$ cat config.mk
export PLATFORM = sky130hd
export DESIGN_NAME = afifo_rd_arbiter_flat
export DESIGN_NICKNAME = d
export VERILOG_FILES = /design/src/rtl/afifo_rd_arbiter_if.sv /design/src/rtl/afifo_rd_arbiter.sv /design/src/flat_wrapper.sv
export SDC_FILE = /design/constraint.sdc
export NUM_CORES = 1
export LEC_CHECK = 0
export ABC_AREA = 1
export CORE_AREA = 2 2 73 92
export CTS_BUF_LIST = sky130_fd_sc_hd__clkbuf_8
export CTS_CLUSTER_SIZE = 28
export DETAILED_ROUTE_END_ITERATION = 12
export DIE_AREA = 0 0 75 94
export PLACE_DENSITY = 0.89
export SYNTH_ARGS = -nofsm -noshare
export SYNTH_HDL_FRONTEND = slang
export SYNTH_SLANG_ARGS = --single-unit
$ cat constraint.sdc
create_clock -name rclk -period 2.35 [get_ports rclk]
set_clock_uncertainty 0.05 [all_clocks]
set_input_delay 0.47 -clock rclk [delete_from_list [all_inputs] [get_ports rclk]]
set_output_delay 0.47 -clock rclk [all_outputs]
set_load 0.02 [all_outputs]
$ cat src/rtl/afifo_rd_arbiter_if.sv
// Read-side bundle for afifo_rd_arbiter: requester side, consumer data return
// and the async FIFO read port. The arbiter uses the master modport.
interface afifo_rd_arbiter_if #(
    parameter int DATA_WIDTH = 32,
    parameter int NUM_REQ    = 4,
    parameter int MAX_BURST  = 16
);
    localparam int ID_W  = $clog2(NUM_REQ);
    localparam int LEN_W = $clog2(MAX_BURST + 1);

    logic [NUM_REQ-1:0]       req;
    logic [NUM_REQ*LEN_W-1:0] req_len;
    logic [NUM_REQ-1:0]       gnt;
    logic [NUM_REQ-1:0]       done;
    logic                     rd_valid;
    logic [DATA_WIDTH-1:0]    rd_data;
    logic [ID_W-1:0]          rd_id;
    logic                     rd_last;
    logic                     rd_abort;
    logic                     rempty;
    logic [DATA_WIDTH-1:0]    rdata;
    logic                     rinc;

    modport master (
        input  req, req_len, rempty, rdata,
        output gnt, done, rd_valid, rd_data, rd_id, rd_last, rd_abort, rinc
    );

    modport slave (
        output req, req_len, rempty, rdata,
        input  gnt, done, rd_valid, rd_data, rd_id, rd_last, rd_abort, rinc
    );
endinterface

$ cat src/rtl/afifo_rd_arbiter.sv
// Round-robin arbiter sharing one async FIFO read port among NUM_REQ requesters
// with committed bursts. Define AFIFO_RD_ARB_TIMEOUT_EN to abort bursts stalled for TIMEOUT cycles.
module afifo_rd_arbiter #(
    parameter int DATA_WIDTH = 32,
    parameter int NUM_REQ    = 4,
    parameter int MAX_BURST  = 16,
    parameter int TIMEOUT    = 64
) (
    input logic                rclk,
    input logic                rrst_n,
    afifo_rd_arbiter_if.master bus
);
    localparam int ID_W  = $clog2(NUM_REQ);
    localparam int LEN_W = $clog2(MAX_BURST + 1);

    if (NUM_REQ < 2 || NUM_REQ > 8 || MAX_BURST < 1 || TIMEOUT < 1) begin : g_bad_cfg
        $error("afifo_rd_arbiter: parameter out of range");
    end

    typedef enum logic {IDLE, BURST} state_t;

    state_t                 state, state_nxt;
    logic [ID_W-1:0]        owner, owner_nxt;
    logic [ID_W-1:0]        last_id, last_id_nxt;
    logic [LEN_W-1:0]       remaining, remaining_nxt;
    logic [NUM_REQ-1:0]     gnt_q, gnt_nxt;
    logic [NUM_REQ-1:0]     done_q, done_nxt;
    logic                   last_q, last_nxt;
    logic                   valid_q;
    logic [DATA_WIDTH-1:0]  data_q;
    logic [ID_W-1:0]        id_q;

    logic                   found;
    logic [ID_W-1:0]        pick;
    logic [ID_W-1:0]        cand;
    logic [LEN_W-1:0]       raw_len;
    logic [LEN_W-1:0]       pick_len;
    logic                   pop;

    // Pop only while bursting with words left; drops with state on async reset.
    assign pop = (state == BURST) && !bus.rempty && (remaining != '0);

    // NOTE: every variable written here gets a default first, so no latch is inferred.
    always_comb begin
        found = 1'b0;
        pick  = '0;
        cand  = '0;
        for (int off = 1; off <= NUM_REQ; off++) begin
            cand = ID_W'((int'(last_id) + off) % NUM_REQ);
            if (!found && bus.req[cand]) begin
                found = 1'b1;
                pick  = cand;
            end
        end
    end

    always_comb begin
        raw_len = bus.req_len[int'(pick)*LEN_W +: LEN_W];
        if (raw_len == '0) begin
            pick_len = LEN_W'(1);
        end else if (raw_len > LEN_W'(MAX_BURST)) begin
            pick_len = LEN_W'(MAX_BURST);
        end else begin
            pick_len = raw_len;
        end
    end

`ifdef AFIFO_RD_ARB_TIMEOUT_EN
    localparam int CNT_W = $clog2(TIMEOUT + 1);

    logic [CNT_W-1:0] stall_cnt;
    logic             stall_hit;
    logic             abort_q, abort_nxt;

    // The TIMEOUT-th consecutive empty cycle of a burst ends it.
    assign stall_hit = (state == BURST) && bus.rempty && (stall_cnt == CNT_W'(TIMEOUT - 1));

    always_ff @(posedge rclk or negedge rrst_n) begin
        if (!rrst_n) begin
            stall_cnt <= '0;
            abort_q   <= 1'b0;
        end else begin
            abort_q <= abort_nxt;
            if (state == BURST && bus.rempty && !stall_hit) begin
                stall_cnt <= stall_cnt + CNT_W'(1);
            end else begin
                stall_cnt <= '0;
            end
        end
    end

    assign bus.rd_abort = abort_q;
`else
    assign bus.rd_abort = 1'b0;
`endif

    always_comb begin
        state_nxt     = state;
        owner_nxt     = owner;
        last_id_nxt   = last_id;
        remaining_nxt = remaining;
        gnt_nxt       = gnt_q;
        done_nxt      = '0;
        last_nxt      = 1'b0;
`ifdef AFIFO_RD_ARB_TIMEOUT_EN
        abort_nxt     = 1'b0;
`endif
        case (state)
            IDLE: begin
                if (found) begin
                    state_nxt     = BURST;
                    owner_nxt     = pick;
                    remaining_nxt = pick_len;
                    gnt_nxt       = NUM_REQ'(1) << pick;
                end
            end
            BURST: begin
                if (pop) begin
                    remaining_nxt = remaining - LEN_W'(1);
                    if (remaining == LEN_W'(1)) begin
                        state_nxt   = IDLE;
                        last_id_nxt = owner;
                        gnt_nxt     = '0;
                        done_nxt    = NUM_REQ'(1) << owner;
                        last_nxt    = 1'b1;
                    end
                end
`ifdef AFIFO_RD_ARB_TIMEOUT_EN
                else if (stall_hit) begin
                    state_nxt     = IDLE;
                    last_id_nxt   = owner;
                    remaining_nxt = '0;
                    gnt_nxt       = '0;
                    done_nxt      = NUM_REQ'(1) << owner;
                    abort_nxt     = 1'b1;
                end
`endif
            end
        endcase
    end

    // NOTE: non-blocking assignments so every register samples pre-edge values.
    always_ff @(posedge rclk or negedge rrst_n) begin
        if (!rrst_n) begin
            state     <= IDLE;
            owner     <= '0;
            last_id   <= ID_W'(NUM_REQ - 1);
            remaining <= '0;
            gnt_q     <= '0;
            done_q    <= '0;
            last_q    <= 1'b0;
            valid_q   <= 1'b0;
            data_q    <= '0;
            id_q      <= '0;
        end else begin
            state     <= state_nxt;
            owner     <= owner_nxt;
            last_id   <= last_id_nxt;
            remaining <= remaining_nxt;
            gnt_q     <= gnt_nxt;
            done_q    <= done_nxt;
            last_q    <= last_nxt;
            valid_q   <= pop;
            if (pop) begin
                data_q <= bus.rdata;
                id_q   <= owner;
            end
        end
    end

    assign bus.rinc     = pop;
    assign bus.gnt      = gnt_q;
    assign bus.done     = done_q;
    assign bus.rd_valid = valid_q;
    assign bus.rd_data  = data_q;
    assign bus.rd_id    = id_q;
    assign bus.rd_last  = last_q;
endmodule

$ cat src/flat_wrapper.sv
// flat-port wrapper written by rule: the top's interface ports become plain ports
module afifo_rd_arbiter_flat 
#(
    parameter int DATA_WIDTH = 32,
    parameter int NUM_REQ    = 4,
    parameter int MAX_BURST  = 16,
    parameter int TIMEOUT    = 64
)
  (rclk, rrst_n, bus_req, bus_req_len, bus_rempty, bus_rdata, bus_gnt, bus_done, bus_rd_valid, bus_rd_data, bus_rd_id, bus_rd_last, bus_rd_abort, bus_rinc);
  afifo_rd_arbiter_if #(.DATA_WIDTH(DATA_WIDTH), .NUM_REQ(NUM_REQ), .MAX_BURST(MAX_BURST)) bus_i ();
  input logic rclk;
  input logic rrst_n;
  input wire logic [$bits(bus_i.req)-1:0] bus_req;
  input wire logic [$bits(bus_i.req_len)-1:0] bus_req_len;
  input wire logic [$bits(bus_i.rempty)-1:0] bus_rempty;
  input wire logic [$bits(bus_i.rdata)-1:0] bus_rdata;
  output wire logic [$bits(bus_i.gnt)-1:0] bus_gnt;
  output wire logic [$bits(bus_i.done)-1:0] bus_done;
  output wire logic [$bits(bus_i.rd_valid)-1:0] bus_rd_valid;
  output wire logic [$bits(bus_i.rd_data)-1:0] bus_rd_data;
  output wire logic [$bits(bus_i.rd_id)-1:0] bus_rd_id;
  output wire logic [$bits(bus_i.rd_last)-1:0] bus_rd_last;
  output wire logic [$bits(bus_i.rd_abort)-1:0] bus_rd_abort;
  output wire logic [$bits(bus_i.rinc)-1:0] bus_rinc;
  assign bus_i.req = bus_req;
  assign bus_i.req_len = bus_req_len;
  assign bus_i.rempty = bus_rempty;
  assign bus_i.rdata = bus_rdata;
  assign bus_gnt = bus_i.gnt;
  assign bus_done = bus_i.done;
  assign bus_rd_valid = bus_i.rd_valid;
  assign bus_rd_data = bus_i.rd_data;
  assign bus_rd_id = bus_i.rd_id;
  assign bus_rd_last = bus_i.rd_last;
  assign bus_rd_abort = bus_i.rd_abort;
  assign bus_rinc = bus_i.rinc;
  afifo_rd_arbiter #(.DATA_WIDTH(DATA_WIDTH), .NUM_REQ(NUM_REQ), .MAX_BURST(MAX_BURST), .TIMEOUT(TIMEOUT)) u_core (.rclk(rclk), .rrst_n(rrst_n), .bus(bus_i));
endmodule
==> impl_metrics.csv <==
group,metric,value,unit
run_status,status,"finished, final reports clean",
detailed_routing,final_antenna_net_count,0,
layout,drive_above_1_share,20.1,%
critical_path,critPathRequiredTime,2.49,ns
timing,fin_crit_sh,99.7,%
placement,placed_area,3870,um2
cts,clk_root_buffer_cell,"clkbuf_8",
floorplan,die_area,7050,um2
floorplan,core.rowCount,32,
layout,num-fill-cells,474,
global_routing,first_global_vias,2673,
timing,slew_viol_final,0,
timing,layout_min_cycle_time,2.34,ns
pwr,ir_worst_vdd,0.654,mV
timing,worst_hold_slack,0.221,ns
placement,placement.io_buffers,103,
floorplan,die_y,94,um
placement,hpwl,5300,um
layout,nets,522,
cts,path_clk_slew,0.10,ns
timing,timing.fmax,427,MHz
global_routing,grt_start_max_net_pins,55,
pwr,power.leakage,2.05,nW
cts,clk-insertion-delay-late,0.30,ns
detailed_routing,routed_wire_length_per_instance,13.4,um
synth,netlist-cell-type-count,32,
floorplan,floorplan.initialDensity,44.1,%
flow_run,cap_violations,0,
synth,synth.ff_latch_count,54,
cts,cts.htree.levels,2,
detailed_routing,routed_via_density,4.82,
timing,totalNegativeSetupSlack,0,ns
synth,synth_top_area_cell,"dfrtp_1",
layout,fin_cells,547,
layout,insertedDiodeCount,0,
global_routing,global_route.overflow_total,0,
critical_path,rrSetupSlack,0.008,ns
global_routing,antenna_found_initial,0,
cts,cts_made_buffers,5,
synth,dominantRegCellSynth,"dfrtp_1",
synth,synth_area_leaders,"dfrtp_1 (48%), nand2_1 (21%), nand3_1 (4.8%), nand2_4 (4.2%), inv_1 (2.6%)",
detailed_routing,number_of_remaining_drc_errors,0,
placement,finalWeightedCongestion,0.792,
placement,dp_cells,529,
synth,post-synth-top-count-cell,"nand2_1",
synth,synth_enable_flop_cells,0,
floorplan,die_x,75,um
floorplan,core_area,6130,um2
critical_path,critPathLaunchType,"flop",
timing,finalHoldViolations,0,
synth,synth_top_cell_area_share,48.1,%
synth,syn-cell-area,2700,um2
layout,area_growth,54.9,%
global_routing,grt_pass1_wl,11600,um
synth,synth_fp_nets,399,
timing,finalSetupViolCount,0,
layout,finalInstanceArea,4190,um2
detailed_routing,postRouteWirelength,7350,um
critical_path,worst-path-max-fanout,8,
timing,grt_setup_unrepaired,"yes",
worst_hold_path,worstHoldPathType,"primary input to async pin",
detailed_routing,vias,2638,
global_routing,groute.usage.overall,21.1,%
cts,cts_sinks,54,
synth,synth.avg_cell_area,8.00,um2
timing,slew_headroom,56.4,%
synth,syn_inst,338,
timing,worst_max_slew_pin_slew,0.653,ns
cts,ctsLongestPathBuffers,2,
synth,ys_async_sr_fraction,100,%
floorplan,top_level_ports,105,
synth,synth_sequential_area_ratio,50.1,%
detailed_routing,drt_iter0_markers,93,
synth,synth_common_cells,"nand2_1 (151), dfrtp_1 (52), nand3_1 (26), inv_1 (19), nor2_1 (15)",
pwr,power.density,1370,nW/um2
critical_path,setup.worst_path.end_class,"flop",
critical_path,worst-setup-path-type,"flop to flop",
cts,tritoncts,"yes",
detailed_routing,first_pass_iters,8,
synth,synth_warnings,0,
critical_path,worst-endpoint-arrival,2.48,ns
[worst paths after layout]
check,to,start,cells past startpoint
max in group asynchronous,u_core.remaining[4],rrst_n,2
max reg2reg,u_core.remaining[0],u_core.last_id[0],17
min reg2reg,u_core.bus.rd_data[28],u_core.bus.rd_data[28],2
min,u_core.bus.rd_data[10],rrst_n,2
max,u_core.remaining[0],u_core.last_id[0],17
min in group rclk,u_core.bus.rd_data[28],u_core.bus.rd_data[28],2
[where the power goes]
part	internal [W]	leakage, nW	total (W)	switching, W
Clock	0.000351	0.0618	0.000649	0.000298
Sequential	0.00124	0.663	0.00150	0.000261
Combinational	0.00155	1.33	0.00358	0.00203
Total	0.00314	2.05	0.00572	0.00259
[through the flow]
step	power, W	util [%]	setup slack (ns)
2_1_floorplan	0.00339	-	0.369
3_3_place_gp	0.00435	63.2	-0.0886
3_5_place_dp	0.00449	63.2	-0.208
4_1_cts	0.00516	65.2	0.0774
5_1_grt	0.00614	68.3	-0.120
6_report	0.00572	68.3	0.00791
[cells in the final DEF, fill, tap and decap left out, types with 4 or more instances in the layout]
cell               n
nand2_1          133
clkdlybuf4s50_1  100
dfrtp_1           52
nand3_1           25
nand2_2           24
buf_4             24
inv_1             19
nand2_4           14
nor2_1            13
o21ai_0           11
clkbuf_8           6
a21oi_2            4
a21oi_1            4
[critical path, stage by stage (launching register included)]
cell and delay, ns:
dfstp_4 0.73, inv_12 0.06, nand2_4 0.07, nand2_4 0.06, nand2_4 0.08, nand2_4 0.06, nor2_4 0.12, nand3_4 0.10
nand2_4 0.10, nand2_8 0.08, buf_4 0.15, buf_4 0.13, nand2_1 0.07, nand3_1 0.10, nand2_1 0.08, nand2_1 0.06
nand2_2 0.06, a21oi_2 0.05
[repair_timing]
action / CTS / global route
cloned: 0 / 0
hold endpoints to repair: 0 / 0
pin swaps: 0 / 20
gates resized for setup: 1 / 35
endpoints found under the setup margin: 1 / 6
hold buffers: 0 / 0
buffers inserted: 0 / 10
[area by class of cell]
cell class	count	area, um2	area share, %
Timing Repair Buffer	127	1210	28.8
Clock inverter	2	38.8	0.926
Tap cell	85	106	2.54
Sequential cell	54	1360	32.4
Inverter	24	110	2.63
Multi-Input combinational cell	249	1280	30.7
Clock buffer	6	82.6	1.97
[cell families after synthesis]
logic type,Yosys count,share of synthesized area [%]
adder cells (fa/ha/maj),2,0.926
buffers and inverters,35,6.39
flip-flops,54,50.1
XOR/XNOR,1,0.324
AND/OR/NAND/NOR,222,37.3
AO/OA/AOI/OAI,23,4.82
other,1,0.139
[sequential cells by signal (all words and copies together), names as in the netlist]
name	count
u_core.bus.gnt	4
u_core.last_id	2
u_core.state	1
u_core.bus.done	4
u_core.owner	2
u_core.remaining	5
u_core.bus.rd_data	32
u_core.bus.rd_id	2
u_core.bus.rd_last	1
u_core.bus.rd_valid	1
[routing by layer]
metal	track usage, %	vias to the layer above	wire length, um
met3	6.01	18	548
met5	0	-	0
li1	-	1289	-
met4	6.40	0	122
met2	36.1	104	3820
met1	25.2	1227	2860
(Power assumes the default switching activity.)
==> RTL edit 1, RTL diff (same settings) <==
`NUM_REQ` is set to 4 in 3 places; all go to 2.
--- a/src/rtl/afifo_rd_arbiter_if.sv
+++ b/src/rtl/afifo_rd_arbiter_if.sv
@@ -3,5 +3,5 @@
 interface afifo_rd_arbiter_if #(
     parameter int DATA_WIDTH = 32,
-    parameter int NUM_REQ    = 4,
+    parameter int NUM_REQ    = 2,
     parameter int MAX_BURST  = 16
 );
--- a/src/rtl/afifo_rd_arbiter.sv
+++ b/src/rtl/afifo_rd_arbiter.sv
@@ -3,5 +3,5 @@
 module afifo_rd_arbiter #(
     parameter int DATA_WIDTH = 32,
-    parameter int NUM_REQ    = 4,
+    parameter int NUM_REQ    = 2,
     parameter int MAX_BURST  = 16,
     parameter int TIMEOUT    = 64
--- a/src/flat_wrapper.sv
+++ b/src/flat_wrapper.sv
@@ -3,5 +3,5 @@
 #(
     parameter int DATA_WIDTH = 32,
-    parameter int NUM_REQ    = 4,
+    parameter int NUM_REQ    = 2,
     parameter int MAX_BURST  = 16,
     parameter int TIMEOUT    = 64
Ports: changed (5 resized); port bits go from 105 to 88. No check against the original RTL was run, so the function may have changed too.
==> RTL edit 1 against the original RTL <==
Die area is the same; synthesized cell count shrank 27%; count of clock-buffer cells in the layout shrank 1; worst hold slack lost 0.029 ns; global-route usage shrank 7.0 points; final area shrank 25%; routed wire length shrank 36%; synthesized area shrank 22%; critical path depth shrank 11; setup slack gained 0.23 ns; sequential share of layout area grew 5.2 points; register-to-register slack gained 0.55 ns; sequential cell count shrank 7.
Power is not compared: it rests on default switching activity, and its combinational part moved more than twofold at a synthesized area within 25%.
==> RTL edit 1: results (changes against the original RTL) <==
| Metric | Value |
|---|---|
| Final-stage net count | 385 (-26%) |
| Post-synth top cells | 125 x nand2_1, 46 x dfrtp_1, 14 x inv_1, 14 x nand3_1, 12 x nor2_1 |
| Crit Path Max Fanout | 4 (-4) |
| Actual slew at the worst max-slew pin | 0.755 ns (+0.102 ns) |
| Final GP Congestion | 0.709 (-10%) |
| Initial DRC count | 111 (+19%) |
| DR pass1 iterations | 4 (-4) |
| Max clock buf depth | 2 (unchanged) |
| Pleak | 0.00157 uW |
| Clock Latency Late Sink | 0.29 ns |
| Distinct cells, synth | 22 (-31%) |
| Max reg flops | 32 (unchanged) |
| Worst vdd ir | 262 uV |
| CTS buffer count | 5 (unchanged) |
| Seq/Total Area, Yosys | 0.559 (+0.0585) |
| Async S/R FF share, synth | 1.00 (unchanged) |
| Antenna cell count | 0 (unchanged) |
| Largest net degree at the start of global routing | 37 (-33%) |
| Routed WL per cell | 11.2 um (-17%) |
| Clock root buffer master | clkbuf_8 |
| Vias | 1847 (-30%) |
| Top post-synthesis cells by area | dfrtp_1 55%, nand2_1 22%, nand3_1 3.3% |
| Synth warn | 0 (unchanged) |
| Share of layout cells above drive strength 1 | 0.0744 (-0.127) |
| Status | completed |
| First-pass GRT wire length | 7710 um (-34%) |
| Syn Nets | 296 (-26%) |
| Post-DP HPWL | 3630 um (-32%) |
| Post-CTS setup buffers | 0 (unchanged) |
| Gr usage total | 0.141 (-0.0698) |
| CTS tree | done |
| Placed Area | 0.00303 mm^2 (-22%) |
| CTS H-tree lvls | 2 (unchanged) |
| Initial antenna violation count | 0 (unchanged) |
| Hold WC Path Type | input pin to async pin |
| Clock slew at reported path FFs | 0.08 ns (-0.02 ns) |
| Port bufs | 86 (-17%) |
## RTL edit 1: cell count changes in the layout (fill, tap and decap cells not counted), moves of 6 or more
cell             unedited run  this run
nand2_4                    14         1
nand3_1                    25        14
nand2_1                   133       125
buf_4                      24         3
nand2_2                    24         0
dfrtp_1                    52        46
clkdlybuf4s50_1           100        84
## RTL edit 1: where the power goes
group,total (uW),switching [uW],internal [uW]
Sequential,808,0,808
Clock,552,242,309
Combinational,110,38.2,72.0
Total,1470,281,1190
## RTL edit 1: through the flow
step	instances	setup TNS, ns	hold WS [ns]	util	setup slack (ns)
finish	421	0	0.192	0.511	0.235
global placement	413	-0.0107	0.405	0.494	-0.0107
floorplan	246	0	0.124	-	0.755
detailed placement	413	-0.0146	0.415	0.494	-0.0146
CTS	421	0	0.215	0.511	0.232
global route	421	0	0.261	0.511	0.148
## RTL edit 1: kinds of logic (layout without fill, tap and decap cells)
group / count (synthesis) / after routing / share of synthesized area
other: 1 / 1 / 0.00178
buffers and inverters: 25 / 115 / 0.0648
AOI/OAI and AO/OA: 10 / 10 / 0.0291
and+or+nand+nor: 160 / 160 / 0.327
adders and majority gates: 3 / 3 / 0.0178
DFF: 47 / 47 / 0.559
## RTL edit 1: what timing repair did
item | in CTS | in global routing
setup endpoints to repair | 1 | 0
hold endpoints to repair | 0 | 0
resized for setup | 1 | 0
## RTL edit 1: metal layers
| layer | share of wire | global-route usage | vias to the layer above |
|---|---|---|---|
| met2 | 0.52 | 0.259 | 66 |
| met3 | 0.067 | 0.0386 | 4 |
| met1 | 0.40 | 0.154 | 848 |
| li1 | - | - | 929 |
| met4 | 0.011 | 0.0387 | 0 |
| met5 | 0 | 0 | - |
## RTL edit 1: critical path, stage by stage (launching register included)
cell and delay [ns]:
dfrtp_1 0.40, inv_1 0.09, ha_1 0.23, nand3_4 0.11, nand2_8 0.05, inv_4 0.04
dlygate4sd2_1 0.37
## RTL edit 1: cell type report
type | count | area, um^2
tap | 85 | 106
clock inverter | 3 | 37.5
multi-input combinational | 174 | 791
inverter | 18 | 72.6
timing repair buffer | 89 | 877
fill | 555 | 3000
sequential | 47 | 1180
clock buffer | 5 | 68.8
## RTL edit 1: path summary, 6_finish.rpt
| path | start | to | slack [ns] | cells past startpoint |
|---|---|---|---|---|
| worst max-delay path | u_core.remaining[0] | bus_rinc | 0.24 | 6 |
| worst min-delay path | rrst_n | u_core.bus.rd_data[0] | 0.19 | 1 |
| worst max register to register | u_core.remaining[0] | u_core.remaining[1] | 0.56 | 9 |
| worst min register to register | u_core.owner | u_core.bus.done[0] | 0.43 | 1 |
| max in group asynchronous | rrst_n | u_core.bus.rd_data[18] | 1.38 | 2 |
| min in group rclk | u_core.owner | u_core.bus.done[0] | 0.43 | 1 |
==> RTL edit 2, RTL diff (same settings) <==
Without the edit above. The option `AFIFO_RD_ARB_TIMEOUT_EN` is turned on by a define.
--- a/src/rtl/afifo_rd_arbiter.sv
+++ b/src/rtl/afifo_rd_arbiter.sv
@@ -1,4 +1,6 @@
 // Round-robin arbiter sharing one async FIFO read port among NUM_REQ requesters
 // with committed bursts. Define AFIFO_RD_ARB_TIMEOUT_EN to abort bursts stalled for TIMEOUT cycles.
+`define AFIFO_RD_ARB_TIMEOUT_EN
+
 module afifo_rd_arbiter #(
     parameter int DATA_WIDTH = 32,
Check against the original RTL: same outputs for any inputs over 4 cycles, from zero or initial values and one cycle with rrst_n low; that may be too few to reach the edited logic, so the function may still have changed.
==> RTL edit 2 against the original RTL <==
The flow now finishes with violations (negative setup slack); setup slack got worse by 0.10 ns; synthesized cell count rose by 14%; clock power rose by 47%; count of clock-buffer cells in the layout rose by 4; sequential cell count rose by 8; routed wire length rose by 28%; synthesized area rose by 12%; first-iteration DRC count rose by 34%; power rose by 32%; utilization rose by 11 points; final area rose by 16%; via count rose by 17%; critical path type unchanged.
==> RTL edit 2: results (changes against the original RTL) <==
| Metric | Value |
|---|---|
| CTS H-tree lvls | 3 (+1) |
| Gr usage total | 0.251 (+0.0397) |
| CP max stage cell | dfstp_2 |
| #MultiIn Comb | 283 (+14%) |
| Internal power | 4160 uW (+33%) |
| Met1 Usage GRT | 0.294 (+0.0422) |
| Share of layout cells above drive strength 1 | 0.231 (+0.0300) |
| Vias/cell | 4.98 (+3.3%) |
| Pleak | 0.00239 uW (+17%) |
| Post-CTS Resized | 3 (+2) |
| Max incr delay on CP | 0.59 ns (-0.14 ns) |
| Initial DRC count | 125 (+34%) |
| Drt total wl | 9440 um (+28%) |
| Complex-gate fraction of the synthesized area | 0.0517 (+0.00355) |
| Setup violations, final | 5 (+5) |
| Setup TNS | -0.350 ns (-0.350 ns) |
| Final core occ | 0.791 (+0.108) |
| Post-Synth XOR/XNOR Area | 0.00579 (+0.00255) |
| Clock slew at reported path FFs | 0.08 ns (-0.02 ns) |
| Worst vdd ir | 888 uV (+36%) |
| Top post-synthesis cells by area | dfrtp_1 50%, nand2_1 22%, inv_1 3.6% |
| Final GP Congestion | 0.949 (+20%) |
| WP data arrival | 2.66 ns (+0.18 ns) |
| Multi-input logic area | 0.00150 mm^2 (+17%) |
| Syn Nets | 448 (+12%) |
| CTS buffer count | 9 (+4) |
| Status | finished with violations |
| Clock buffers | 10 (+4) |
| Final non-clock buffer share | 0.280 (-0.00807) |
| Routed length on met3 | 646 um (+18%) |
| Actual slew at the worst max-slew pin | 0.525 ns (-0.129 ns) |
| DR pass1 iterations | 4 (-4) |
| Post-Place Worst Slack | -0.296 ns (-0.0884 ns) |
| WL met2 | 5000 um (+31%) |
| Largest net degree at the start of global routing | 41 (-25%) |
| Number of global-route vias before repair | 3021 (+13%) |
| Invs w/o clock | 32 (+33%) |
| Failing checks | negative setup slack |
| M2 GR Usage | 0.437 (+0.0760) |
| Met3 usage | 0.0687 (+0.00858) |
| Vias | 3094 (+17%) |
| Placed Area | 0.00431 mm^2 (+11%) |
| First-pass GRT wire length | 13400 um (+16%) |
| Post-synthesis adder-cell area fraction | 0.0124 (+0.00315) |
| Post-synth top cells | 175 x nand2_1, 60 x dfrtp_1, 29 x inv_1, 29 x nor2_1, 17 x nand3_1 |
| Final WS setup | -0.0948 ns (-0.103 ns) |
| Register area | 0.00155 mm^2 (+14%) |
| Seq/Total Area, Yosys | 0.514 (+0.0127) |
| Syn_area_per_cell | 7.84 um^2 (-2.0%) |
| Placed cell count | 590 (+12%) |
| Port bufs | 104 (+0.97%) |
==> RTL edit 2: final timing paths <==
| kind | start | endpoint | slack (ns) | cells past startpoint |
|---|---|---|---|---|
| setup / recovery | u_core.last_id[0] | u_core.remaining[1] | -0.09 | 18 |
| hold / removal | rrst_n | u_core.bus.rd_id[0] | 0.05 | 1 |
| setup reg to reg | u_core.last_id[0] | u_core.remaining[1] | -0.09 | 18 |
| hold reg to reg | u_core.stall_cnt[0] | u_core.stall_cnt[0] | 0.43 | 1 |
| max in group asynchronous | rrst_n | u_core.last_id[1] | 1.44 | 2 |
| min in group rclk | u_core.stall_cnt[0] | u_core.stall_cnt[0] | 0.43 | 1 |
==> RTL edit 2: power by group through the flow <==
stage               registers (uW)  clock network (uW)  logic, uW
floorplan                     2110                   0       1790
global placement              1770                   0       3580
finish                        1780                 953       4840
CTS                           1780                 967       3830
detailed placement            1790                   0       3720
global route                  1820                1020       5200
